`src/rtl/seq_mul_add_check.sv`:
```
// Sequential shift-and-add multiplier: dividend = quotient * divisor + remainder.
// Used to cross-check the restoring divider and as a standalone multiply-accumulate unit.
module seq_mul_add_check #(
    parameter int unsigned WIDTH = 4
) (
    input  logic               clk,
    input  logic               resetn,
    input  logic               go,
    input  logic [WIDTH-1:0]   quotient,
    input  logic [WIDTH-1:0]   divisor,
    input  logic [WIDTH:0]     remainder,
    output logic [2*WIDTH:0]   dividend,
    output logic               in_range,
    output logic               rem_ok,
    output logic               busy,
    output logic               done
);

    localparam int unsigned AccW = 2 * WIDTH + 1;
    localparam int unsigned CntW = $clog2(WIDTH + 1);
    localparam logic [CntW-1:0] CntLast = CntW'(WIDTH - 1);

    typedef enum logic [1:0] {
        StIdle,
        StWaitRel,
        StRun,
        StDone
    } state_e;

    state_e            state_q, state_d;
    logic [AccW-1:0]   acc_q, acc_d;
    logic [AccW-1:0]   mcand_q, mcand_d;
    logic [WIDTH-1:0]  mplr_q, mplr_d;
    logic [CntW-1:0]   cnt_q, cnt_d;
    logic              rem_ok_nx_q, rem_ok_nx_d;
    logic [AccW-1:0]   dividend_q, dividend_d;
    logic              in_range_q, in_range_d;
    logic              rem_ok_q, rem_ok_d;
    logic              done_q, done_d;

    always_comb begin
        state_d     = state_q;
        acc_d       = acc_q;
        mcand_d     = mcand_q;
        mplr_d      = mplr_q;
        cnt_d       = cnt_q;
        rem_ok_nx_d = rem_ok_nx_q;
        dividend_d  = dividend_q;
        in_range_d  = in_range_q;
        rem_ok_d    = rem_ok_q;
        done_d      = 1'b0;

        case (state_q)
            StIdle: begin
                if (go) begin
                    state_d = StWaitRel;
                end
            end
            StWaitRel: begin
                // Operands are sampled on the release edge of go, as the divider does.
                if (!go) begin
                    acc_d       = AccW'(remainder);
                    mplr_d      = quotient;
                    mcand_d     = AccW'(divisor);
                    cnt_d       = '0;
                    rem_ok_nx_d = (divisor != '0) && (remainder < {1'b0, divisor});
                    state_d     = StRun;
                end
            end
            StRun: begin
                if (mplr_q[0]) begin
                    acc_d = acc_q + mcand_q;
                end
                mcand_d = mcand_q << 1;
                mplr_d  = mplr_q >> 1;
                cnt_d   = cnt_q + CntW'(1);
                if (cnt_q == CntLast) begin
                    state_d = StDone;
                end
            end
            StDone: begin
                dividend_d = acc_q;
                in_range_d = (acc_q[AccW-1:WIDTH] == '0);
                rem_ok_d   = rem_ok_nx_q;
                done_d     = 1'b1;
                state_d    = StIdle;
            end
            default: begin
                state_d = StIdle;
            end
        endcase
    end

    always_ff @(posedge clk) begin
        if (!resetn) begin
            state_q     <= StIdle;
            acc_q       <= '0;
            mcand_q     <= '0;
            mplr_q      <= '0;
            cnt_q       <= '0;
            rem_ok_nx_q <= 1'b0;
            dividend_q  <= '0;
            in_range_q  <= 1'b0;
            rem_ok_q    <= 1'b0;
            done_q      <= 1'b0;
        end else begin
            state_q     <= state_d;
            acc_q       <= acc_d;
            mcand_q     <= mcand_d;
            mplr_q      <= mplr_d;
            cnt_q       <= cnt_d;
            rem_ok_nx_q <= rem_ok_nx_d;
            dividend_q  <= dividend_d;
            in_range_q  <= in_range_d;
            rem_ok_q    <= rem_ok_d;
            done_q      <= done_d;
        end
    end

    assign dividend = dividend_q;
    assign in_range = in_range_q;
    assign rem_ok   = rem_ok_q;
    assign done     = done_q;
    assign busy     = (state_q != StIdle);

endmodule

```
`config.mk`:
```
export PLATFORM = sky130hd
export DESIGN_NAME = seq_mul_add_check
export DESIGN_NICKNAME = d
export VERILOG_FILES = /design/src/rtl/seq_mul_add_check.sv
export SDC_FILE = /design/constraint.sdc
export NUM_CORES = 1
export LEC_CHECK = 0
export ABC_AREA = 1
export CORE_ASPECT_RATIO = 1.4
export CORE_MARGIN = 2
export CORE_UTILIZATION = 50
export DETAILED_ROUTE_END_ITERATION = 6
export MAX_ROUTING_LAYER = met4
export PLACE_DENSITY = 0.74
export SYNTH_ARGS = -nofsm -noshare
export SYNTH_HDL_FRONTEND = slang
export SYNTH_SLANG_ARGS = --single-unit
```
`constraint.sdc`:
```
create_clock -name clk -period 3.3 [get_ports clk]
set_input_delay 0.66 -clock clk [delete_from_list [all_inputs] [get_ports clk]]
set_output_delay 0.66 -clock clk [all_outputs]
set_load 0.005 [all_outputs]
```
# ---- Word level (Yosys, flattened, before mapping)
# Index checks and enable logic that the tools add are counted.
dict set report totals {
  word_cells 46
  ff_bits 40
  output_inout_bits 13
}
dict set report classes {
  n_lt_le_gt_ge 1
  muxes 14
  bitwise 1
  addsub 2
  n_eq_ne 8
  n_reduce_logical 10
}
# operator count
set ops {}
lappend ops {{case mux 9 bit (2 select lines)} 2}
lappend ops {{2-to-1 mux 9 bit} 3}
lappend ops {{adder 9 bit} 1}
lappend ops {{inequality test 2 bit (second input constant)} 4}
lappend ops {{case mux 2 bit (4 select lines)} 1}
lappend ops {{case mux 4 bit (2 select lines)} 1}
lappend ops {{2-to-1 mux 2 bit} 3}
lappend ops {{case mux 3 bit (2 select lines)} 1}
lappend ops {{AND reduction 3 bit} 2}
lappend ops {{zero test 5 bit} 1}
lappend ops {{less-than comparator 5 x 4 -> 1 bit} 1}
lappend ops {{== test 2 bit (second input constant)} 2}
lappend ops {{2-to-1 mux 4 bit} 1}
lappend ops {{AND reduction 2 bit} 2}
lappend ops {{nonzero test 2 bit} 2}
lappend ops {{nonzero test 4 bit} 1}
lappend ops {{adder 3 x 1 -> 3 bit (second input constant)} 1}
lappend ops {{== test 3 x 2 -> 1 bit (second input constant)} 1}
lappend ops {{2-to-1 mux 3 bit} 1}
lappend ops {{== test 2 x 1 -> 1 bit (second input constant)} 1}
lappend ops {{zero test 2 bit} 1}
lappend ops {{logical AND 1 bit} 1}
lappend ops {{2-to-1 mux 1 bit} 1}
lappend ops {{NOT 1 bit} 1}

# ---- Logic depth before layout (Yosys ltp)
dict set report logic_depth {
  word_depth 3
  mapped_depth 11
}

# ---- Worst setup path before layout
# No wires, ideal clock.
dict set report synth_timing {
  path_kind {register -> register}
  startpoint {register acc_q[0]}
  endpoint {register acc_q[8]}
  required_time_ns 3.168
  path_stages_with_launch 12
  slack_ns 1.805
  t_arrival_ns 1.362
  path_cell_list {dfxtp_1 > ha_1 > inv_1 > fa_1 > inv_1 > nand2_1 > nand2_1 > nand3_1 > nand2_1 > nand2_1 > nand3_1 > a21oi_1}
}
dict set report synth_between {
  elab_chain_cells 3
}
# element line
set synth_lines {}
lappend synth_lines {{start, declared} 31} ;# logic [AccW-1:0] acc_q, acc_d;
lappend synth_lines {{start signal, assigned} 97} ;# acc_q <= '0;
lappend synth_lines {{start signal, assigned} 108} ;# acc_q <= acc_d;
lappend synth_lines {{adder 9 bit} 72} ;# acc_d = acc_q + mcand_q;
lappend synth_lines {{2-to-1 mux 9 bit} 71} ;# if (mplr_q[0]) begin
lappend synth_lines {{case mux 9 bit (2 select lines)} 53} ;# case (state_q)
# No other way between the ends. The select of a mux whose other input is x is not followed.
# A chain may end at the register's enable or synchronous reset.

# ---- Final worst setup path
dict set report layout_timing {
  startpoint {register state_q[0]}
  endpoint {register acc_q[7]}
}
dict set report layout_between {
  elab_chain_cells 3
}
# element line
set layout_lines {}
lappend layout_lines {{start, declared} 30} ;# state_e state_q, state_d;
lappend layout_lines {{start signal, assigned} 96} ;# state_q <= StIdle;
lappend layout_lines {{start signal, assigned} 107} ;# state_q <= state_d;
lappend layout_lines {{== test 2 bit / == test 2 x 1 -> 1 bit (equally long branches)} 53}
lappend layout_lines {{inequality test 2 bit (no source line) / nonzero test 2 bit (equally long branches)} n/a}
lappend layout_lines {{AND reduction 3 bit (no source line)} n/a}
# Several ways; a longest one is shown, not always the timed one.

==> metrics.log <==
INFO  metric grt_overflow_total = 0
INFO  metric clock_path_buffers = 2
INFO  metric detail_route.wirelength = 4670 µm
INFO  metric max_fo_critical_path = 19
INFO  metric cts_hold_repair.buffers = 0
INFO  metric dr.pass1.iters = 4
INFO  metric layout-drive-gt1-share = 5.33%
INFO  metric setup_ws = 966 ps
INFO  metric grt_antenna_before_repair = 0
INFO  metric initial_core_util = 52.3%
INFO  metric worst_setup_path_startpoint = state_q[0]$_SDFFE_PN0P_
INFO  metric tightestPinTransition = 487 ps
INFO  metric dr_total_vias = 1933
INFO  metric main_combinational_cell_family_by_area_after_synthesis = simple AND/OR/NAND/NOR gates
INFO  metric synth_top_area_share = between 30% and 40%
INFO  metric layout_min_cycle_time = 2330 ps
INFO  metric io-pin-count = 29
INFO  metric grt_util_met1 = 25.3%
INFO  metric regToRegStartpoint = state_q[0]$_SDFFE_PN0P_
INFO  metric route.detailed.wl_per_inst = 12.9 µm
INFO  metric grtUsageMet3 = 3.86%
INFO  metric clock_tree.root_cell = sky130_fd_sc_hd__clkbuf_8
INFO  metric critical_path_required = between 3000 and 4000 ps
INFO  metric vias_per_std_cell = 5.34
INFO  metric maximum_number_of_pins_on_one_net_before_global_route_repair = 20
INFO  metric worstSetupStartpointType = flop
INFO  metric ff2ff_setup_slack = 970 ps
INFO  metric switchingPower = 0.637 mW
INFO  metric post_synth_num_cell_types = 26
INFO  metric gr-usage-met2 = just under 40%
INFO  metric coreArea = 3990 µm²
INFO  metric worstSetupPathType = flop to flop
INFO  metric buffer_ports.inserted = 28
INFO  metric synth_async_sr_flop_share = 0%
INFO  metric rsz0062_at_grt = no
INFO  metric dominantRegCellSynth = sky130_fd_sc_hd__dfxtp_1
INFO  metric final_cell_area = 2530 µm²
INFO  metric crit_path_end_kind = flop
INFO  metric timing.max_cap.violations = 0
INFO  metric peakVddDrop = 0.398 mV
INFO  metric postRouteAntennaNets = 0
INFO  metric mostFrequentLayoutCells = sky130_fd_sc_hd__nand2_1 (72), sky130_fd_sc_hd__dfxtp_1 (40), sky130_fd_sc_hd__inv_1 (31)
INFO  metric power_frac_clock = 25.9%
INFO  metric post-route-period-util = between 70 and 80%
INFO  metric global_route.usage.total = 22.2%
INFO  metric outcome = finished clean
INFO  metric gp_congestion = 0.854
INFO  metric chipHeight = 80.4 µm
INFO  metric place_inst = 355
INFO  metric synth_fa_ha_area_share = between 10% and 20%
INFO  metric maxSlewViolCount = 0
INFO  metric htree_levels = 2
INFO  metric totalNegativeSetupSlack = 0 ps
INFO  metric tritoncts.num_buffers = 5
INFO  metric clkTransAtPathRegs = 80 ps
INFO  metric dieWidth = 58.6 µm
INFO  metric timing.final.hold_violations = 0
INFO  metric cp.arrival = 2550 ps
INFO  metric dieArea = 4710 µm²
INFO  metric placement.cell_area = 2400 µm²
INFO  metric ys_warn_count = 0
INFO  metric yosys.area.top_type = sky130_fd_sc_hd__dfxtp_1
INFO  metric seq_power_share = 38.1%
INFO  metric grt_peak_use_layer = met2
INFO  metric numClockSinks = 40
INFO  metric remaining_drc_errors = 0
INFO  metric drt_iter0_markers = 95
INFO  metric synthSimpleGateAreaFrac = 24.8%
INFO  metric power.switching_fraction = 35.5%
INFO  metric synth-compound-area-share = between 10% and 20%
INFO  metric number_of_standard_cells_in_the_layout_taps_in_and_fillers_out = 362
INFO  metric worstHoldPathType = flop to flop
INFO  metric insertion_delay = 290 ps
INFO  metric postCtsResizedCells = 0
INFO  metric netlist_top_cells_area = sky130_fd_sc_hd__dfxtp_1 (38%), sky130_fd_sc_hd__nand2_1 (13%), sky130_fd_sc_hd__ha_1 (11%), sky130_fd_sc_hd__o21ai_0 (6.2%), sky130_fd_sc_hd__a21oi_1 (5.8%)
INFO  metric vias_in_the_first_global_route = around 1700
INFO  metric post_synthesis_instance_total = 290
INFO  metric final_common_cell = sky130_fd_sc_hd__nand2_1
INFO  metric number_of_register_bits_inferred_by_synthesis = 40
INFO  metric synth_area = 2090 µm²
INFO  metric syn-mean-instance-area = 7.19 µm²
INFO  metric antenna-diode-count = 0
INFO  metric xor_xnor_share_of_the_synthesized_area = under 10%
INFO  metric finalPower = 1.79 mW
INFO  metric relSlewSlack = slightly below 70%
INFO  metric powerDensity = between 700 and 800 nW/µm²
INFO  metric area_growth = 21.2%
INFO  metric timing.hold.worst.start = in_range$_SDFFE_PN0P_
INFO  metric timing.final.setup_violations = 0
INFO  metric pre_cts_ws = 996 ps
INFO  metric clock_tree_from_tritoncts = done
INFO  metric sequential_to_total_area_share_from_yosys_stat = 38.4%
INFO  metric portion_of_total_power_attributed_to_combinational_logic = 36.0%
INFO  metric syn_nets = 325
INFO  metric grt_pass1_wl = between 7000 and 8000 µm
INFO  metric placement_rows = 27
INFO  metric worst_clock_skew = 2.40 ps
INFO  metric synth_enable_flop_cells = 0
INFO  metric dp_hpwl = 3570 µm
INFO  metric total_leakage_power = roughly 1.2 nW
INFO  metric internal_dissipation = about 1.2 mW
INFO  metric postCtsSetupBuffers = 0
INFO  metric post_synth_mux_area_share = 0%
INFO  metric max_freq = 0.428 GHz
INFO  metric nets = roughly 350
==> synthesized netlist by cell type (2+ instances only) <==
cell                        n
sky130_fd_sc_hd__a21oi_1   24
sky130_fd_sc_hd__a31oi_1    8
sky130_fd_sc_hd__clkbuf_1   6
sky130_fd_sc_hd__dfxtp_1   40
sky130_fd_sc_hd__ha_1      18
sky130_fd_sc_hd__inv_1     31
sky130_fd_sc_hd__inv_2      2
sky130_fd_sc_hd__nand2_1   72
sky130_fd_sc_hd__nand3_1   13
sky130_fd_sc_hd__nand3b_1   3
sky130_fd_sc_hd__nand4_1    2
sky130_fd_sc_hd__nor2_1    28
sky130_fd_sc_hd__nor2_2     2
sky130_fd_sc_hd__o21ai_0   26
sky130_fd_sc_hd__or2_2      3
sky130_fd_sc_hd__xnor2_1    2
==> stage by stage <==
stage	util (%)	hold WS, ps
after global placement	60.2	449
after detailed placement	60.2	457
final	63.4	467
after global routing	63.4	485
after CTS	63.4	468
after floorplan	-	429
==> cell type report <==
type / instances / area, µm²
Timing Repair Buffer: 29 / 288
Inverter: 34 / 128
Clock inverter: 2 / 60.1
Clock buffer: 5 / 68.8
Tap cell: 43 / 53.8
Multi-Input combinational cell: 209 / 1130
Sequential cell: 40 / 801
Fill cell: 380 / 1460
==> flip-flops by register name (all words and copies together), names as in the netlist <==
name         count
acc_q            9
dividend         9
mcand_q          9
mplr_q           4
cnt_q            3
state_q          2
done             1
in_range         1
rem_ok           1
rem_ok_nx_q      1
==> worst max-delay path, cell delays in order (launching register included) <==
cell	delay, ps
sky130_fd_sc_hd__dfxtp_1	330
sky130_fd_sc_hd__inv_1	120
sky130_fd_sc_hd__ha_1	480
sky130_fd_sc_hd__inv_2	280
sky130_fd_sc_hd__o21ai_4	420
sky130_fd_sc_hd__o21ai_2	210
sky130_fd_sc_hd__nor2_2	190
sky130_fd_sc_hd__nand3_1	90
sky130_fd_sc_hd__a21oi_1	130
==> logic make-up (layout without fill, tap and decap cells) <==
kind of cell / count (synthesis) / after routing
xor+xnor: 3 / 3
flops: 40 / 40
compound gates: 62 / 62
buf+inv: 41 / 70
simple gates: 125 / 125
fa+ha+maj: 19 / 19
==> power by group through the flow <==
stage	registers [mW]	clock network [mW]	logic, mW
5_1_grt	0.699	0.489	0.739
4_1_cts	0.685	0.468	0.650
6_report	0.682	0.464	0.646
3_3_place_gp	0.692	0	0.633
2_1_floorplan	0.665	0	0.456
3_5_place_dp	0.695	0	0.644
==> metal layers <==
metal	wire, µm	vias to the layer above
li1	-	1007
met1	1980	880
met2	2490	41
met3	147	5
met4	54	0
met5	0	-
==> path summary, 6_finish.rpt <==
| check | endpoint | cells past startpoint |
|---|---|---|
| worst min register to register | in_range$_SDFFE_PN0P_ | 2 |
| worst min-delay path | in_range$_SDFFE_PN0P_ | 2 |
| worst max-delay path | acc_q[7]$_SDFFE_PN0P_ | 8 |
| worst max register to register | acc_q[7]$_SDFFE_PN0P_ | 8 |
No activity file was read; power rests on OpenSTA's default activity.
==> RTL edit (same flow settings) <==
Make the reset (`resetn`) asynchronous in one clocked block.
--- a/src/rtl/seq_mul_add_check.sv
+++ b/src/rtl/seq_mul_add_check.sv
@@ -91,7 +91,7 @@
         endcase
     end
 
-    always_ff @(posedge clk) begin
+    always_ff @(posedge clk or negedge resetn) begin
         if (!resetn) begin
             state_q     <= StIdle;
             acc_q       <= '0;
Function: differs if resetn is asserted again (counterexample within 4 cycles, from zero or initial values and one cycle with resetn low); with resetn held inactive, the same outputs for 10 cycles.
==> RTL edit against the original RTL <==
Synthesized area up 7.4%; hold slack gained 0.0020 ns; clock power is 16% lower; combinational power is 93% higher; final area grew 5.9%; sequential cell count stayed put; worst setup slack improved by 0.14 ns; total power increased by 39%; global-route usage shrank 2.6 points; clock skew about the same; non-clock buffer count is the same; synthesized cell count is 3.8% lower; wire length shrank 7.8%; cell count grew 2.2%; largest power group is now combinational cells.
==> RTL edit: results (changes against the original RTL) <==
| Metric | Value |
|---|---|
| Arr. time, crit path | 1.54 ns (-1.01 ns) |
| Largest delay contributor family on the critical path | buffers and inverters |
| Static Leak | 1.38 nW (+19%) |
| Syn_nets | 314 (-3.4%) |
| Origin of the critical flop-to-flop path | state_q[0] |
| Switching part of the total power | 0.413 (+0.0575) |
| Detailed-route vias per instance | 4.94 (-7.6%) |
| Fin Hold WS | 0.469 ns (+0.00202 ns) |
| Leading cell types by count after synthesis | sky130_fd_sc_hd__nand2_1 (87), sky130_fd_sc_hd__inv_1 (42), sky130_fd_sc_hd__dfrtp_1 (40), sky130_fd_sc_hd__o21ai_0 (19), sky130_fd_sc_hd__ha_1 (18) |
| Clock skew | 0.00278 ns (+0.000382 ns) |
| Number of filler instances in the final layout | 397 (+4.5%) |
| Biggest area contributors in the synthesized netlist | sky130_fd_sc_hd__dfrtp_1 (45%), sky130_fd_sc_hd__nand2_1 (15%), sky130_fd_sc_hd__ha_1 (10%), sky130_fd_sc_hd__inv_1 (7.0%), sky130_fd_sc_hd__o21ai_0 (4.2%) |
| Destination of the worst register-to-register timing path | acc_q[6] |
| Routability cong. | 0.884 (+3.5%) |
| NumNets Final | 344 (-2.8%) |
| Sum of net half-perimeters after detailed placement | 3.30 mm (-7.6%) |
| Worst Hold End | dividend[3] |
| Library cell contributing the largest single delay on the critical path | sky130_fd_sc_hd__clkdlybuf4s50_1 |
| Hold Path Origin | dividend[3] |
| Async set-or-reset flop fraction in the synthesized netlist | 1.00 (+1.00) |
| Result of the run | finished, final reports clean |
| CP max FO | 4 (-15) |
| Via count of the first global-routing pass | 1,754 (+1.6%) |
| Worst vdd ir | 0.000473 V (+19%) |
| Largest net degree at the start of global routing | 41 (+110%) |
| Slack of the worst reg-to-reg path | 1.13 ns (+0.16 ns) |
| Number of distinct library cells after synthesis | 25 (-3.8%) |
| Slowest Stage Delay on Critical Path | between 0.4 and 0.5 ns |
| Total track usage | 0.196 (-0.0262) |
| Relative max-transition margin | 0.403 (-0.272) |
| Antenna violations before repair | 0 (unchanged) |
| Total CTS buffers | 5 (unchanged) |
| H-Tree Depth | 2 (unchanged) |
| Post-detailed-routing wire length | 4.30 mm (-7.8%) |
| Sequential element share of the synthesized area | 0.447 (+0.0628) |
| Share of post-route cells with drive strength above 1 | 0.0548 (+0.00155) |
| Global-route wire length before repair | 7.49 mm (-3.5%) |
| 1st-iter DRT viols | 65 (-32%) |
-- RTL edit: cell count changes in the layout (fill, tap and decap cells not counted), moves of 7 or more --
cell                      change
sky130_fd_sc_hd__dfrtp_1     +40
sky130_fd_sc_hd__dfxtp_1     -40
sky130_fd_sc_hd__a21oi_1     -17
sky130_fd_sc_hd__nand2_1     +15
sky130_fd_sc_hd__nor2_1      -14
sky130_fd_sc_hd__inv_1       +11
sky130_fd_sc_hd__o21ai_0      -7
-- RTL edit: power groups by stage --
stage               Combinational, W  Clock [W]  Sequential (W)
floorplan                   0.000893          0        0.000834
global placement             0.00122          0        0.000852
finish                       0.00125   0.000390        0.000846
global route                 0.00144   0.000416        0.000873
detailed placement           0.00126          0        0.000857
CTS                          0.00127   0.000401        0.000848
-- RTL edit: worst max-delay path by stage --
stage	start	to	slack (ns)	cells past startpoint
2_1_floorplan	acc_q[0]	acc_q[8]	1.79	11
3_3_place_gp	state_q[0]	acc_q[5]	1.24	8
3_5_place_dp	state_q[0]	acc_q[5]	1.13	8
4_1_cts	state_q[0]	busy	1.08	4
5_1_grt	state_q[0]	acc_q[8]	0.91	8
6_report	state_q[0]	busy	1.10	4
-- RTL edit: cell type report --
type,instances,share of cell area
Clock buffer,6,0.0271
Clock inverter,2,0.0131
Inverter,44,0.0617
Multi-Input combinational cell,189,0.391
Sequential cell,40,0.374
Tap cell,60,0.0280
Timing Repair Buffer,29,0.106
-- RTL edit: worst reg2reg max path: stages, from the launching register on --
cell and delay [ns]:
sky130_fd_sc_hd__dfrtp_1 0.40, sky130_fd_sc_hd__inv_1 0.12, sky130_fd_sc_hd__ha_1 0.51, sky130_fd_sc_hd__inv_2 0.29
sky130_fd_sc_hd__o21ai_4 0.31, sky130_fd_sc_hd__o21ai_4 0.17, sky130_fd_sc_hd__nor2_4 0.16, sky130_fd_sc_hd__nand3_1 0.09
sky130_fd_sc_hd__nand2_1 0.06
-- RTL edit: per-stage QoR --
step                      cells  area (sq um)  worst slack [ns]  utilization
after floorplan             279          2240              1.79            -
after global placement      362          2570              1.24        0.602
after detailed placement    362          2570              1.13        0.602
after CTS                   370          2680              1.08        0.627
after global routing        370          2680             0.913        0.627
final                       370          2680              1.10        0.627
-- RTL edit: kinds of logic after synthesis --
logic type               share of synthesized area
flip-flops                                   0.447
AND/OR/NAND/NOR                              0.235
XOR/XNOR                                   0.00782
buffers and inverters                       0.0860
AO/OA/AOI/OAI                                0.115
adder cells (fa/ha/maj)                      0.109
-- RTL edit: routing by layer --
metal | vias up | track usage | share of wire
met5 | - | - | 0
met4 | 0 | 0.0711 | 0.022
met3 | 9 | 0.0421 | 0.026
met2 | 30 | 0.323 | 0.50
met1 | 838 | 0.228 | 0.46
li1 | 949 | - | -
